$ cat src/rtl/fieldious_pkg.sv
// Shared definitions for the fieldious query path: default geometry of a
// query load and the query-patch loader state encoding.
package fieldious_pkg;

    localparam int DEF_DATA_WIDTH = 11;
    localparam int DEF_PATCH_SIZE = 5;
    localparam int DEF_ROW_SIZE   = 26;
    localparam int DEF_COL_SIZE   = 19;
    localparam int DEF_NUM_QUERYS = DEF_ROW_SIZE * DEF_COL_SIZE;

    // Loader FSM states, also exported on the debug port of the loader.
    typedef enum logic [1:0] {
        ST_IDLE  = 2'd0,
        ST_FILL  = 2'd1,
        ST_WRITE = 2'd2,
        ST_DONE  = 2'd3
    } loader_state_e;

    // Counter width that stays at least one bit wide for degenerate sizes.
    function automatic int safe_clog2(input int n);
        return (n > 1) ? $clog2(n) : 1;
    endfunction

endpackage

$ cat src/rtl/query_patch_loader_patch_assembler.sv
// Collects PATCH_SIZE stream words into one patch register. Element 0 lands
// in the LSBs; last_word flags that the next accepted word completes a patch.
module patch_assembler
    import fieldious_pkg::*;
#(
    parameter int DATA_WIDTH = DEF_DATA_WIDTH,
    parameter int PATCH_SIZE = DEF_PATCH_SIZE
) (
    input  logic                             wb_clk_i,
    input  logic                             wb_rst_i,
    input  logic                             clear,
    input  logic                             wr_en,
    input  logic [DATA_WIDTH-1:0]            wr_data,
    output logic                             last_word,
    output logic [PATCH_SIZE*DATA_WIDTH-1:0] patch
);

    localparam int              CNTW     = safe_clog2(PATCH_SIZE);
    localparam logic [CNTW-1:0] LAST_IDX = CNTW'(PATCH_SIZE - 1);

    logic [CNTW-1:0]                  word_cnt;
    logic [PATCH_SIZE*DATA_WIDTH-1:0] patch_reg;

    assign last_word = (word_cnt == LAST_IDX);
    assign patch     = patch_reg;

    // Element write at the current slot; the slot index wraps after the last element.
    always_ff @(posedge wb_clk_i or posedge wb_rst_i) begin
        if (wb_rst_i) begin
            word_cnt  <= '0;
            patch_reg <= '0;
        end else if (clear) begin
            word_cnt <= '0;
        end else if (wr_en) begin
            patch_reg[word_cnt*DATA_WIDTH +: DATA_WIDTH] <= wr_data;
            word_cnt <= last_word ? '0 : word_cnt + 1'b1;
        end
    end

endmodule

$ cat src/rtl/query_patch_loader.sv
// Query-patch loader: after a start pulse, turns the pixel word stream into
// NUM_QUERYS patches written to query memory addresses 0..NUM_QUERYS-1, then
// pulses load_done. The memory port is decoded from registered state only.
//
// Stream handshake: a word transfers on a rising clock edge where both
// in_valid and in_ready are high. in_ready depends on state only, never on
// in_valid. While in_valid is high and in_ready low the source must hold
// in_data stable; in_data is ignored whenever in_valid is low.
module query_patch_loader
    import fieldious_pkg::*;
#(
    parameter int DATA_WIDTH = DEF_DATA_WIDTH,
    parameter int PATCH_SIZE = DEF_PATCH_SIZE,
    parameter int ROW_SIZE   = DEF_ROW_SIZE,
    parameter int COL_SIZE   = DEF_COL_SIZE,
    parameter int NUM_QUERYS = ROW_SIZE * COL_SIZE,
    parameter int ADDRW      = safe_clog2(NUM_QUERYS)
) (
    input  logic                             wb_clk_i,
    input  logic                             wb_rst_i,
    input  logic                             start,
    input  logic                             in_valid,
    output logic                             in_ready,
    input  logic [DATA_WIDTH-1:0]            in_data,
    output logic                             qp_mem_csb0,
    output logic                             qp_mem_web0,
    output logic [ADDRW-1:0]                 qp_mem_addr0,
    output logic [PATCH_SIZE*DATA_WIDTH-1:0] qp_mem_wpatch0,
    output logic                             busy,
    output logic                             load_done,
    output loader_state_e                    state_dbg
);

    localparam logic [ADDRW-1:0] LAST_ADDR = ADDRW'(NUM_QUERYS - 1);

    loader_state_e                    state_q, state_d;
    logic [ADDRW-1:0]                 patch_cnt_q, patch_cnt_d;
    logic                             accept;
    logic                             asm_clear;
    logic                             last_word;
    logic [PATCH_SIZE*DATA_WIDTH-1:0] patch_reg;

    assign in_ready  = (state_q == ST_FILL);
    assign accept    = in_valid & in_ready;
    assign busy      = (state_q != ST_IDLE);
    assign state_dbg = state_q;

    patch_assembler #(
        .DATA_WIDTH (DATA_WIDTH),
        .PATCH_SIZE (PATCH_SIZE)
    ) u_patch_assembler (
        .wb_clk_i  (wb_clk_i),
        .wb_rst_i  (wb_rst_i),
        .clear     (asm_clear),
        .wr_en     (accept),
        .wr_data   (in_data),
        .last_word (last_word),
        .patch     (patch_reg)
    );

    // State and patch address registers; reset aborts any load in progress.
    always_ff @(posedge wb_clk_i or posedge wb_rst_i) begin
        if (wb_rst_i) begin
            state_q     <= ST_IDLE;
            patch_cnt_q <= '0;
        end else begin
            state_q     <= state_d;
            patch_cnt_q <= patch_cnt_d;
        end
    end

    // Next-state logic plus the memory-port and completion decode.
    always_comb begin
        state_d        = state_q;
        patch_cnt_d    = patch_cnt_q;
        asm_clear      = 1'b0;
        load_done      = 1'b0;
        qp_mem_csb0    = 1'b1;
        qp_mem_web0    = 1'b1;
        qp_mem_addr0   = '0;
        qp_mem_wpatch0 = '0;
        case (state_q)
            ST_IDLE: begin
                if (start) begin
                    state_d     = ST_FILL;
                    patch_cnt_d = '0;
                    asm_clear   = 1'b1;
                end
            end
            ST_FILL: begin
                if (in_valid && last_word) begin
                    state_d = ST_WRITE;
                end
            end
            ST_WRITE: begin
                qp_mem_csb0    = 1'b0;
                qp_mem_web0    = 1'b0;
                qp_mem_addr0   = patch_cnt_q;
                qp_mem_wpatch0 = patch_reg;
                if (patch_cnt_q == LAST_ADDR) begin
                    state_d = ST_DONE;
                end else begin
                    patch_cnt_d = patch_cnt_q + 1'b1;
                    state_d     = ST_FILL;
                end
            end
            ST_DONE: begin
                load_done   = 1'b1;
                patch_cnt_d = '0;
                state_d     = ST_IDLE;
            end
            default: begin
                state_d = ST_IDLE;
            end
        endcase
    end

endmodule

$ cat config.mk
export PLATFORM = sky130hd
export DESIGN_NAME = query_patch_loader
export DESIGN_NICKNAME = d
export VERILOG_FILES = /design/src/rtl/fieldious_pkg.sv /design/src/rtl/query_patch_loader_patch_assembler.sv /design/src/rtl/query_patch_loader.sv
export SDC_FILE = /design/constraint.sdc
export NUM_CORES = 1
export LEC_CHECK = 0
export ABC_CLOCK_PERIOD_IN_PS = 2650
export BUFFER_PORTS_ARGS = -buffer_cell sky130_fd_sc_hd__buf_2
export CAP_MARGIN = 20
export CELL_PAD_IN_SITES_DETAIL_PLACEMENT = 2
export CELL_PAD_IN_SITES_GLOBAL_PLACEMENT = 2
export CORE_ASPECT_RATIO = 0.6
export CORE_MARGIN = 4
export CORE_UTILIZATION = 35
export CTS_BUF_LIST = sky130_fd_sc_hd__clkbuf_8
export DETAILED_ROUTE_END_ITERATION = 7
export PLACE_DENSITY = 0.87
export SLEW_MARGIN = 20
export SYNTH_ARGS = -nofsm -noshare
export SYNTH_HDL_FRONTEND = slang
export SYNTH_SLANG_ARGS = --single-unit
$ cat constraint.sdc
create_clock -name wb_clk_i -period 2.65 [get_ports wb_clk_i]
set_input_delay 0 -clock wb_clk_i [delete_from_list [all_inputs] [get_ports wb_clk_i]]
set_output_delay 0 -clock wb_clk_i [all_outputs]
set_load 0.005 [all_outputs]
# Word level (Yosys, flattened, before mapping)
# Index checks and enable logic that the tools add are counted.
# Widths: inputs -> output; s select.
# op_classes
bitwise	2
addsub	3
mul	1
shift	2
mux	17
eq_ne	8
reduce_logical	8
# ops
cell	n
$bwmux 55	1
$mux 55	1
$shift 11x34->55 const A	1
$shiftx 11x34->55	1
$neg 7->34	1
$mux 9	3
$pmux 9 s3	1
$add 9x1->9 const B	1
$eq 9x9->1 const B	1
$mux 3	3
$pmux 2 s4	1
$mul 3x4->7 const B	1
$mux 2	3
$eq 2x2->1 const B	2
$mux 1	4
$ne 2x2->1 const B	2
$reduce_and 2->1	2
$reduce_bool 2->1	2
$add 3x1->3 const B	1
$eq 3x3->1 const B	1
$reduce_and 3->1	1
$reduce_bool 3->1	1
$eq 2x1->1 const B	1
$logic_not 2->1	1
4 further kinds	4
# totals
word_cells	45
inputBits	15
output_inout_bits	71
ff_bits	69

# Longest topological paths before layout
# logic_depth
word_depth	4
mapped_depth	8
depth_no_buf	7

# By module
# Synthesis repeated with hierarchy kept, for this count alone.
# hier_totals
cells_unflattened	326
area_unflattened_um2	3510.9
# modules_own_cells
module	area_each_um2	instances	seq_area_each_um2	cells_each
patch_assembler	2334.7	1	1451.4	175
query_patch_loader	1176.1	1	275.3	151

# Least setup slack after synthesis
# OpenSTA, ideal clock, no wires.
# synth_timing
path_type	register -> register
startpoint	register u_patch_assembler.word_cnt[0]
endpoint	register u_patch_assembler.patch_reg[22] (netlist: u_patch_assembler.patch[22])
synth_period_minus_slack_ns	2.410
stages_incl_launch_ff	8
setup_slack_ns	0.240
setup_time_ns	0.125
n_path_buf	1
arrival_ns	2.285
required_time_ns	2.525
path_cell_list	dfrtp_1 inv_1 ha_1 ha_1 or3_4 nor4b_4 buf_6 mux2_4
# synth_via
elab_chain_cells	4
elab_cells_between_ends	5
classes_between	add/sub: 1; mul: 1; shift: 2; mux: 1
# synth_lines
item	line	source
start: declaration	query_patch_loader_patch_assembler.sv:21	logic [CNTW-1:0] word_cnt;
start signal: assignment	query_patch_loader_patch_assembler.sv:36	word_cnt <= last_word ? '0 : word_cnt + 1'b1;
$mul 3x4->7 *	query_patch_loader_patch_assembler.sv:35	patch_reg[word_cnt*DATA_WIDTH +: DATA_WIDTH] <= wr_data;
$neg 7->34 *	query_patch_loader_patch_assembler.sv:35	
$shiftx 11x34->55 / $shift 11x34->55 (equally long branches)	query_patch_loader_patch_assembler.sv:35	
$bwmux 55 *	query_patch_loader_patch_assembler.sv:35	
end signal: indexed assignment	query_patch_loader_patch_assembler.sv:35	
end: declaration	query_patch_loader_patch_assembler.sv:22	logic [PATCH_SIZE*DATA_WIDTH-1:0] patch_reg;
# Every way passes the cells marked *; elsewhere a longest branch is shown, timed or not.
# A chain may end at the register's enable or synchronous reset.

# Final worst setup path
# layout_timing
startpoint	register u_patch_assembler.word_cnt[1]
endpoint	register u_patch_assembler.patch_reg[32] (netlist: u_patch_assembler.patch[32])
# The elaborated chain is that of the path after synthesis.

==> impl_metrics.py <==
metrics = {
    "global_routing": {
        "grt_max_degree": 70,
        "grt_pass1_vias": 3283,
        "antenna_found_initial": 0,
        "grt_util_all_layers_pct": 20.4,
        "grt_pass1_wl_um": 19300,
        "grt_remaining_overflow": 0,
    },
    "hold_path": {
        "hp-class": "in2reg",
        "hp-start": "in_valid",
        "hold_path_depth": 4,
        "hold_end": "state_dbg[0]",
    },
    "clocking": {
        "cts.sinks": 69,
        "cts_buffer_depth": 2,
        "root_buffer": "clkbuf_8",
        "cts_resized": 0,
        "insertion_delay_ns": 0.35,
        "cts_inserted_buffers": 9,
        "clk_pin_slew_ns": 0.07,
        "htreeDepth": 3,
        "ctsHoldBuffers": 13,
        "cts_tree": "done",
        "cts_setup_buffers": 0,
    },
    "floorplanning": {
        "num_io_pins": 86,
        "rows": 28,
        "start_util_pct": 36.4,
        "fp.dieW_um": 140,
        "coreArea_um2": 9980,
        "fp.dieH_um": 87.0,
        "dieArea_um2": 12100,
    },
    "detailed_routing": {
        "drt_iter0_markers": 106,
        "first_pass_iters": 6,
        "vias": 2846,
        "drt-vias-per-instance": 5.00,
        "ant_nets": 0,
        "wirelength_um": 11800,
        "drcViolationCount": 0,
        "avgRoutedWirePerCell_um": 20.8,
    },
    "yosys": {
        "ys_ff_latch": 69,
        "synth_mux_area_share_pct": 15.7,
        "synth-main-ff-cell": "dfrtp_1",
        "synthArstFlopShare_pct": 100,
        "synth_fa_ha_area_share_pct": 3.78,
        "netlist_instances": 333,
        "synth_edf_count": 0,
        "yosysSeqAreaShare_pct": 47.5,
        "synth_top_cells_by_area": "dfrtp_1, and2_1, mux2_4",
        "synth_compound_area_share_pct": 6.53,
        "syn_area_per_cell_um2": 10.9,
        "synth_warnings": 0,
        "netlist.area_leader.share_pct": 47.5,
        "synth_top_family_by_area": "simple AND/OR/NAND/NOR gates",
        "synth_most_common_cell": "dfrtp_1",
        "syn_nets": 359,
        "yosysTopAreaCell": "dfrtp_1",
        "netlist_area_um2": 3640,
        "synthXorXnorAreaFrac_pct": 0,
        "synthSimpleGateAreaFrac_pct": 22.8,
        "synth_top_cells_by_count": "dfrtp_1, and2_1, nand2_1, mux2_2, mux2_4",
        "synth_cell_types": 42,
    },
    "timing": {
        "maxSlewViolCount": 0,
        "period_share_pct": 93.7,
        "clock_skew_ns": 0.00554,
        "rsz0062_at_grt": "no",
        "max_slew_margin_pct": 39.9,
        "tightest_slew_ns": 0.902,
        "fin_ws_ns": 0.168,
        "setup_violations": 0,
        "period_minus_slack_ns": 2.48,
        "tns_ns": 0,
        "hold_viol": 0,
        "timing.fmax_mhz": 403,
    },
    "setup_path": {
        "ff2ff_setup_slack_ns": 0.17,
        "worst_ep_arrival_time_ns": 2.71,
        "r2r-start": "u_patch_assembler.word_cnt[1]",
        "start_kind": "flop",
        "critPathRequiredTime_ns": 2.88,
        "r2r_cells": 7,
        "path_max_fanout": 11,
        "rr_endpoint": "u_patch_assembler.patch[32]",
        "cp-end-kind": "flop",
        "crit_type": "reg2reg",
        "setup.worst_path.start": "u_patch_assembler.word_cnt[1]",
    },
    "placement": {
        "dpl.hpwl_um": 8330,
        "io_buffers": 85,
        "dp_slack_ns": 0.220,
        "gp_congestion": 0.792,
        "dp_cells": 542,
    },
    "finish": {
        "drive_above_1_share_pct": 36.4,
        "fill_cells": 1048,
        "final_cells": 569,
        "fin_util_pct": 45.0,
        "antennaDiodeCount": 0,
        "largest_register_ffs": 55,
        "syn_to_final_growth_pct": 23.5,
        "finalNetCount": 457,
    },
    "run": {
        "max_cap_viol_count": 0,
    },
    "pwr": {
        "p_total_uw": 3710,
        "powerDensity_nw_per_um2": 826,
        "leakage_uw": 0.00231,
        "peakVddDrop_mv": 0.430,
    },
    "run_status": {
        "status": "complete, no violations",
    },
}
worst max-delay path, stage by stage, from the launching register on:
cell	delay (ns)
dfrtp_1	0.43
inv_1	0.09
ha_1	0.19
ha_1	0.33
or3_4	0.44
nor4b_4	0.23
buf_4	0.29
mux2_1	0.36
report_power, final:
group | total (µW) | switching [µW] | internal, µW
combinational | 1400 | 774 | 625
sequential | 1550 | 200 | 1350
clock | 764 | 390 | 374
total | 3710 | 1360 | 2350
placed cells by master (no fill, tap or decap), drive strengths merged, types with 4 or more instances in the layout:
master | Yosys | routed
clkbuf | 14 | 11
and2 | 64 | 64
dlygate4sd3 | 0 | 13
dfrtp | 69 | 69
nand3 | 6 | 6
inv | 10 | 11
and3 | 12 | 12
mux2 | 44 | 44
nor3 | 7 | 7
ha | 11 | 11
a21oi | 4 | 4
buf | 5 | 93
o31ai | 5 | 5
o21ai | 22 | 22
nand2 | 28 | 28
nor2 | 9 | 9
stage by stage:
step / hold WS (ns) / instance area, µm²
floorplan: 0.127 / 3640
global placement: 0.304 / 4200
detailed placement: 0.318 / 4200
CTS: 0.160 / 4490
global route: 0.235 / 4490
finish: 0.163 / 4490
layout make-up:
class                           count  area, µm²  area share, %
Timing Repair Buffer              106        616           13.7
Clock inverter                      3       13.8          0.306
Sequential cell                    69       1730           38.4
Tap cell                          135        169           3.76
Clock buffer                       11        151           3.37
Multi-Input combinational cell    235       1780           39.6
Inverter                           10       37.5          0.836
kinds of logic after synthesis:
| family | count (synthesis) |
|---|---|
| adders and majority gates | 11 |
| DFF | 69 |
| buffers and inverters | 29 |
| and+or+nand+nor | 141 |
| AOI/OAI and AO/OA | 39 |
| muxes | 44 |
routing by layer:
metal	track usage (%)	vias up	part of all wire [%]
met3	4.72	12	4.2
li1	-	1320	-
met1	27.0	1449	46
met4	4.93	0	1.2
met5	0	-	0
met2	34.5	65	48
how the worst max path moves through the flow:
stage	endpoint	slack [ns]	cells past startpoint
floorplan	u_patch_assembler.patch[22]	0.24	7
global placement	u_patch_assembler.patch[32]	0.36	7
detailed placement	u_patch_assembler.patch[32]	0.22	7
CTS	u_patch_assembler.patch[32]	0.16	7
global route	u_patch_assembler.patch[32]	0.05	7
finish	u_patch_assembler.patch[32]	0.17	7
Power figures use the tool's default switching activity.
